--- src/rtl/md_issue_ctrl.sv ---
// rtl/md_issue_ctrl.sv - EX-stage issue/completion controller for the multiply/divide unit
module md_issue_ctrl #(
   parameter int TIMEOUT_CYC = 64,
   parameter int CNT_W       = 7
) (
   input  logic        Clk,
   input  logic        Reset_n,
   input  logic        Instr_valid,
   input  logic [5:0]  Instr_op,
   input  logic [5:0]  Instr_funct,
   input  logic [31:0] Rs_val,
   input  logic [31:0] Rt_val,
   input  logic        Flush,
   input  logic        Md_stall,
   input  logic [31:0] Res_out,
   output logic [3:0]  Md_op,
   output logic [31:0] Rs_out,
   output logic [31:0] Rt_out,
   output logic        Pipe_stall,
   output logic        Wb_valid,
   output logic [31:0] Wb_data,
   output logic        Timeout_err
);

   localparam logic [3:0] OP_NONE  = 4'b0000;
   localparam logic [3:0] OP_DIV   = 4'b0001;
   localparam logic [3:0] OP_DIVU  = 4'b0010;
   localparam logic [3:0] OP_MFHI  = 4'b0011;
   localparam logic [3:0] OP_MFLO  = 4'b0100;
   localparam logic [3:0] OP_MTHI  = 4'b0101;
   localparam logic [3:0] OP_MTLO  = 4'b0110;
   localparam logic [3:0] OP_MUL   = 4'b0111;
   localparam logic [3:0] OP_MULT  = 4'b1000;
   localparam logic [3:0] OP_MULTU = 4'b1001;

   typedef enum logic [1:0] {S_IDLE, S_ISSUE, S_WAIT, S_DONE} state_t;

   state_t           state, state_nxt;
   logic [3:0]       dec_op;
   logic [CNT_W-1:0] cnt;
   logic             accept, abort, stall_done, cnt_hit, complete, wb_op;

   always_comb begin
      dec_op = OP_NONE;
      if (Instr_op == 6'b000000) begin
         case (Instr_funct)
            6'b010000: dec_op = OP_MFHI;
            6'b010001: dec_op = OP_MTHI;
            6'b010010: dec_op = OP_MFLO;
            6'b010011: dec_op = OP_MTLO;
            6'b011000: dec_op = OP_MULT;
            6'b011001: dec_op = OP_MULTU;
            6'b011010: dec_op = OP_DIV;
            6'b011011: dec_op = OP_DIVU;
            default:   dec_op = OP_NONE;
         endcase
      end else if (Instr_op == 6'b011100 && Instr_funct == 6'b000010) begin
         dec_op = OP_MUL;
      end
   end

   assign accept     = (state == S_IDLE) & Instr_valid & (dec_op != OP_NONE) & ~Flush;
   assign abort      = Flush & ((state == S_ISSUE) | (state == S_WAIT));
   assign stall_done = (state == S_WAIT) & ~Md_stall;
   // The stall sample that would take the count to TIMEOUT_CYC forces completion.
   assign cnt_hit    = (state == S_WAIT) & Md_stall & (cnt == CNT_W'(TIMEOUT_CYC - 1));
   assign complete   = ~Flush & (stall_done | cnt_hit);
   assign wb_op      = (Md_op == OP_MFHI) | (Md_op == OP_MFLO) | (Md_op == OP_MUL);

   always_ff @(posedge Clk or negedge Reset_n) begin
      if (!Reset_n) state <= S_IDLE;
      else          state <= state_nxt;
   end

   always_comb begin
      state_nxt = state;
      case (state)
         S_IDLE:  if (accept) state_nxt = S_ISSUE;
         S_ISSUE: state_nxt = abort ? S_IDLE : S_WAIT;
         S_WAIT: begin
            if (abort)         state_nxt = S_IDLE;
            else if (complete) state_nxt = S_DONE;
         end
         S_DONE:  state_nxt = S_IDLE;
         default: state_nxt = S_IDLE;
      endcase
   end

   always_comb begin
      Pipe_stall = accept | (state == S_ISSUE) | (state == S_WAIT);
   end

   always_ff @(posedge Clk or negedge Reset_n) begin
      if (!Reset_n) begin
         Md_op       <= OP_NONE;
         Rs_out      <= '0;
         Rt_out      <= '0;
         Wb_valid    <= 1'b0;
         Wb_data     <= '0;
         Timeout_err <= 1'b0;
         cnt         <= '0;
      end else begin
         Wb_valid <= 1'b0;
         if (accept) begin
            Md_op  <= dec_op;
            Rs_out <= Rs_val;
            Rt_out <= Rt_val;
         end
         if (abort) begin
            Md_op <= OP_NONE;
            cnt   <= '0;
         end else if (state == S_WAIT) begin
            if (complete) begin
               Md_op    <= OP_NONE;
               cnt      <= '0;
               Wb_valid <= wb_op;
               Wb_data  <= stall_done ? Res_out : 32'd0;
               if (cnt_hit) Timeout_err <= 1'b1;
            end else begin
               cnt <= cnt + 1'b1;
            end
         end else if (state == S_DONE) begin
            Md_op <= OP_NONE;
            cnt   <= '0;
         end
      end
   end

endmodule

--- config.mk ---
export PLATFORM = sky130hd
export DESIGN_NAME = md_issue_ctrl
export DESIGN_NICKNAME = d
export VERILOG_FILES = /design/src/rtl/md_issue_ctrl.sv
export SDC_FILE = /design/constraint.sdc
export NUM_CORES = 1
export LEC_CHECK = 0
export CORE_MARGIN = 1
export CORE_UTILIZATION = 40
export DETAILED_ROUTE_END_ITERATION = 8
export GPL_TIMING_DRIVEN = 0
export MAX_ROUTING_LAYER = met4
export PLACE_DENSITY_LB_ADDON = 0.25
export SYNTH_ARGS = -nofsm -noshare
export SYNTH_HDL_FRONTEND = slang
export SYNTH_SLANG_ARGS = --single-unit
--- constraint.sdc ---
create_clock -name Clk -period 2.63 [get_ports Clk]
set_clock_uncertainty 0.05 [all_clocks]
set_input_delay 0.526 -clock Clk [delete_from_list [all_inputs] [get_ports Clk]]
set_output_delay 0.526 -clock Clk [all_outputs]
set_load 0.02 [all_outputs]
==> run_results.csv, run 1 <==
group,metric,value,unit
setup_path,reg2reg_depth,7,
clock_tree,ctsHoldBuffers,0,
route,drt_iter0_drc,118,
placement,place_area,7037,um^2
placement,dp.cells,683,
global_route,antenna_found_initial,0,
floorplan,rows,39,
hold_path,hold_class,"primary input to asynchronous set/reset pin",
setup_path,crit_end,"Pipe_stall",
clock_tree,numCtsBuffers,9,
clock_tree,cts_root_buf,"clkbuf_16",
global_route,grt_pass1_vias,3442,
timing,period_share,95.56,%
setup_path,required,2.05,ns
clock_tree,htreeDepth,3,
synth,yosys-top-cells-count,"dfrtp_1 (111), mux2_4 (38), a22o_1 (34)",
floorplan,fp.coreArea,11420,um^2
floorplan,start_util,40.99,%
setup_path,crit_cells,6,
setup_path,cp_max_fo,4,
route,firstDrtPassIters,4,
setup_path,critPathSlowestCell,"or4_4",
synth,yosysWarnings,0,
route,ant_nets,0,
synth,synth_area_leaders,"dfrtp_1 (59%), mux2_4 (12%), mux2_2 (6.5%)",
power_and_ir_drop,power_density,704.9,nW/um^2
timing,slew_headroom,61.65,%
outcome,outcome,"complete, no violations",
placement,portBuffers,215,
synth,synth-edff-count,0,
floorplan,die_area,12140,um^2
power_and_ir_drop,ir_drop,0.5890,mV
setup_path,reg2reg_slack,0.27,ns
synth,yosysMostFrequentCell,"dfrtp_1",
timing,setup_violations,0,
route,drt-met1-wl,4.743,mm
synth,yosysTopAreaCell,"dfrtp_1",
placement,hpwl,8.535,mm
setup_path,worstPathCellList,"dlygate4sd2_1 > or4_4 > and4bb_4 > o21ai_4 > nand2_4 > buf_6",
timing,rsz0062_at_grt,"false",
route,drc_errors,0,
floorplan,die_w,110.2,um
timing,period_needed,2.513,ns
route,vias,3487,
route,top_layer_used,"met4",
power_and_ir_drop,p_leak,3.458,nW
timing,hold_violations,0,
clock_tree,cts_tree,"built",
timing,slew_violations,0,
clock_tree,clock_latency,0.34,ns
global_route,overflow,0,
synth,synthArstFlopShare,100.0,%
clock_tree,cts.path.max_buffers,2,
timing,tightest_slew,0.5753,ns
synth,ys_seq_elements,111,
global_route,grt_max_degree,69,
synth,syn_inst,324,
synth,ys_seq_area_share,59.34,%
floorplan,io_pins,216,
run,drv_cap,0,
synth,synth_area,4681,um^2
cells_and_area,finalInstanceArea,7441,um^2
route,wl_met2,5.670,mm
synth,synth_cell_types,40,
setup_path,end_kind,"primary output",
synth,synth_nets,446,
timing,fmax,397.9,MHz
global_route,grt.total_usage,19.11,%
setup_path,crit_family,"simple AND/OR/NAND/NOR gates",
cells_and_area,fin_nets,680,
setup_path,crit_start,"Instr_op[0]",
setup_path,cp_slowest_stage_delay,0.52,ns
floorplan,die_h,110.2,um
global_route,grt_pass1_wl,17.14,mm
setup_path,critPathKind,"primary input to primary output",
cells_and_area,diodes,0,
synth,syn_area_per_cell,14.45,um^2
setup_path,worstReg2RegEnd,"state[1]",
clock_tree,clkTransAtPathRegs,0.07,ns
setup_path,regToRegStartpoint,"cnt[0]",
synth,yosys.area.top_type_share,59.34,%
cells_and_area,instances_no_fill,706,
route,wl_met3,978,um
route,viasPerCell,4.939,
cells_and_area,drive_gt1_share,19.72,%
clock_tree,cts.sinks,111,
route,wirelength,11.56,mm
setup_path,path_buf_inv,2,
synth,synthFlopType,"dfrtp_1",
route,drt-wirelength-per-cell,16.37,um
setup_path,start_kind,"primary input",
cells_and_area,area_growth,58.97,%
setup_path,cp_data_arrival_time,1.94,ns
placement,gp_congestion,0.8471,
state kept, by name, summed over array words and instances (netlist names):
register and flops:
Rt_out 32, state 2, Md_op 4, cnt 7, Rs_out 32, Timeout_err 1, Wb_data 32, Wb_valid 1
layout by cell type (no fill, tap or decap), types with 3 or more instances in the layout:
cell and n:
nand2b_1 4, a22o_1 34, mux2_2 27, clkbuf_1 9
ha_1 8, o21ai_0 5, dfrtp_1 111, nand2_1 13
clkdlybuf4s15_1 5, inv_1 7, clkdlybuf4s50_1 202, a31oi_1 3
nand3_1 4, buf_6 4, buf_2 3, nor2_1 8
nor2b_1 3, mux2_4 38, clkbuf_16 9, dlygate4sd2_1 3
a21oi_1 9, buf_4 10
per-layer routing:
| layer | up-vias | global-route usage, % |
|---|---|---|
| met5 | - | - |
| met4 | 0 | 6.485 |
| met3 | 14 | 4.586 |
| met2 | 144 | 32.19 |
| met1 | 1689 | 22.48 |
| li1 | 1640 | - |
kinds of logic (layout without fill, tap and decap cells):
family,Yosys count,in the layout,synth area share [%]
fa+ha+maj,9,9,2.406
buf+inv,23,262,2.700
compound gates,63,63,10.40
simple gates,51,51,6.068
flops,111,111,59.34
xor+xnor,1,1,0.1871
mux,66,66,18.90
worst min-delay path by stage:
stage / start / end / slack (ns)
floorplan: Reset_n / Md_op[0] / 0.18
global placement: Timeout_err / Timeout_err / 0.41
detailed placement: Timeout_err / Timeout_err / 0.42
CTS: Reset_n / Rs_out[6] / 0.14
global route: Reset_n / Rs_out[5] / 0.17
finish: Reset_n / Rs_out[6] / 0.12
per-stage QoR:
stage	util, %	hold slack [ns]	TNS, ns	total power [mW]	setup slack [ns]
6_report	65.17	0.1226	0	5.245	0.1167
5_1_grt	65.17	0.1667	0	5.489	0.06200
4_1_cts	65.19	0.1378	0	5.285	0.001972
3_5_place_dp	61.63	0.4235	-30.86	3.880	-1.184
3_3_place_gp	61.41	0.4149	-375.72	3.849	-3.127
2_1_floorplan	-	0.1804	0	2.999	0.1026
final cells by class:
class | instances | area, um^2
Buffer | 13 | 73.82
Clock buffer | 10 | 229.0
Clock inverter | 6 | 67.56
Fill cell | 887 | 3978
Inverter | 8 | 30.03
Multi-Input combinational cell | 190 | 1848
Sequential cell | 111 | 2778
Tap cell | 143 | 178.9
Timing Repair Buffer | 225 | 2236
repair_timing:
action,CTS,global route
endpoints found under the setup margin,59,1
pin swaps,7,6
gates resized for setup,44,3
setup buffers,6,3
hold endpoints to repair,0,0
gates cloned,0,0
report_power, final:
group          switching (mW)  internal [mW]  total [mW]
combinational           0.807          0.926        1.73
clock                   0.618          0.745        1.36
sequential              0.171           1.98        2.15
Note: power is estimated with default switching activity, not from simulation.
==> run 2, diff against run 1 <==
--- a/config.mk
+++ b/config.mk
@@ -10,7 +10,7 @@
 export DETAILED_ROUTE_END_ITERATION = 8
 export GPL_TIMING_DRIVEN = 0
 export MAX_ROUTING_LAYER = met4
-export PLACE_DENSITY_LB_ADDON = 0.25
+export PLACE_DENSITY = 0.89
 export SYNTH_ARGS = -nofsm -noshare
 export SYNTH_HDL_FRONTEND = slang
 export SYNTH_SLANG_ARGS = --single-unit
==> run_results.csv, run 2 (synthesized netlist as in run 1, its figures left out) <==
group,metric,value,unit
outcome,outcome,"complete, no violations",
floorplan,die_w,110.2,um
route,vias,3548,
setup_path,cp_max_fo,3,
cells_and_area,reg_top3,"Rs_out: 32 flops, Rt_out: 32 flops, Wb_data: 32 flops",
setup_path,crit_family,"simple AND/OR/NAND/NOR gates",
setup_path,path_buf_inv,2,
timing,slew_headroom,57.36,%
timing,period_needed,2.511,ns
cells_and_area,drive_gt1_share,20.64,%
power_and_ir_drop,power_frac_comb,32.5,%
setup_path,critPathKind,"primary input to primary output",
timing,fmax,398.3,MHz
timing,worst_slack,0.1192,ns
global_route,antenna_found_initial,0,
power_and_ir_drop,power.internal,3.673,mW
floorplan,rows,39,
power_and_ir_drop,p_sw_share,31.24,%
clock_tree,clock_latency,0.35,ns
clock_tree,numCtsBuffers,9,
setup_path,end_kind,"primary output",
global_route,grt.total_usage,20.60,%
timing,tightest_slew,0.6396,ns
placement,hpwl,9.079,mm
clock_tree,htreeDepth,3,
global_route,grt_max_degree,64,
power_and_ir_drop,ir_drop,0.6881,mV
timing,hold_violations,0,
placement,gp_congestion,0.8340,
setup_path,cp_data_arrival_time,1.93,ns
setup_path,required,2.05,ns
setup_path,start_kind,"primary input",
clock_tree,cts.sinks,111,
global_route,grt_pass1_wl,18.24,mm
placement,pre_cts_ws,-1.280,ns
route,drt_iter0_drc,189,
power_and_ir_drop,p_leak,3.468,nW
power_and_ir_drop,p_switching,1.668,mW
floorplan,io_pins,216,
cells_and_area,utilization,65.20,%
power_and_ir_drop,total_power,5.341,mW
global_route,grt_pass1_vias,3652,
floorplan,die_area,12140,um^2
route,ant_nets,0,
setup_path,cp_slowest_stage_delay,0.51,ns
cells_and_area,fin_nets,679,
cells_and_area,diodes,0,
clock_tree,cts_root_buf,"clkbuf_16",
route,firstDrtPassIters,5,
cells_and_area,area_growth,59.05,%
timing,period_share,95.47,%
floorplan,die_h,110.2,um
power_and_ir_drop,p_clk_share,27.2,%
clock_tree,cts.path.max_buffers,2,
route,wirelength,12.39,mm
power_and_ir_drop,power_density,717.5,nW/um^2
setup_path,critPathSlowestCell,"or4_4",
clock_tree,clkTransAtPathRegs,0.08,ns
route,drt-wirelength-per-cell,17.57,um
run,drv_cap,0,
global_route,overflow,0,
cells_and_area,final_common_cell,"clkdlybuf4s50_1",
route,viasPerCell,5.033,
placement,portBuffers,215,
power_and_ir_drop,sequentialPowerShare,40.3,%
timing,rsz0062_at_grt,"false",
setup_path,worstPathCellList,"dlygate4sd2_1 > or4_4 > and4bb_4 > o21ai_4 > nand2_4 > buf_6",
clock_tree,ctsHoldBuffers,0,
timing,slew_violations,0,
floorplan,fp.coreArea,11420,um^2
timing,setup_violations,0,
hold_path,hold_class,"primary input to asynchronous set/reset pin",
route,drc_errors,0,
timing,fin_setup_tns,0,ns
cells_and_area,layout_common_cells,"clkdlybuf4s50_1 (202), dfrtp_1 (111), mux2_4 (38), a22o_1 (34), mux2_2 (27)",
floorplan,start_util,40.99,%
clock_tree,cts_tree,"built",
==> run 2: worst paths after layout <==
kind | start | end | slack (ns) | cells past startpoint
max in group asynchronous | Reset_n | Md_op[0] | 1.66 | 2
min in group Clk | Md_op[3] | Wb_valid | 0.45 | 1
setup / recovery | Instr_funct[5] | Pipe_stall | 0.12 | 6
hold reg to reg | Md_op[3] | Wb_valid | 0.45 | 1
hold / removal | Reset_n | Rs_out[5] | 0.13 | 1
setup reg to reg | cnt[1] | state[1] | 0.28 | 7
==> run 2: power groups by stage <==
| stage | Clock (mW) | Combinational, mW | Sequential (mW) |
|---|---|---|---|
| after floorplan | 0 | 0.534 | 2.46 |
| after global placement | 0 | 1.66 | 2.17 |
| after detailed placement | 0 | 1.72 | 2.17 |
| after CTS | 1.49 | 1.75 | 2.15 |
| after global routing | 1.55 | 1.85 | 2.19 |
| final | 1.45 | 1.74 | 2.15 |
==> run 2: metal layers <==
metal / global-route usage [%] / vias up / routed length, um
met3: 4.879 / 15 / 1055
li1: - / 1650 / -
met2: 36.61 / 163 / 6300
met5: - / - / 0
met1: 22.31 / 1720 / 4848
met4: 7.801 / 0 / 182
==> run 2: worst reg2reg max path, delay by kind of cell (launching register included) <==
kind	cells	cell delay, ns
AO/OA/AOI/OAI	2	0.73
adder cells (fa/ha/maj)	1	0.19
buffers and inverters	1	0.22
flip-flops	1	0.38
multiplexers	1	0.25
AND/OR/NAND/NOR	2	0.44
==> run 2: layout make-up <==
class / count / area, um^2
flip-flops and latches: 111 / 2778
inverters: 8 / 30.03
plain buffers: 13 / 73.82
clock inverters: 7 / 95.09
well taps: 143 / 178.9
multi-input cells: 190 / 1848
fillers: 841 / 3974
clock buffers: 9 / 225.2
repair buffers: 224 / 2216
==> run 2: through the flow <==
step,hold WS [ns],cell area (um^2),cells
floorplan,0.1804,4681,324
global placement,0.4115,7012,682
detailed placement,0.4341,7037,683
CTS,0.1478,7472,706
global route,0.1735,7445,705
finish,0.1294,7445,705
==> run 2: what timing repair did <==
action / 4_1_cts / 5_1_grt
pin swaps: 7 / 3
gates resized for setup: 53 / 3
buffers inserted: 7 / 1
setup endpoints to repair: 66 / 1
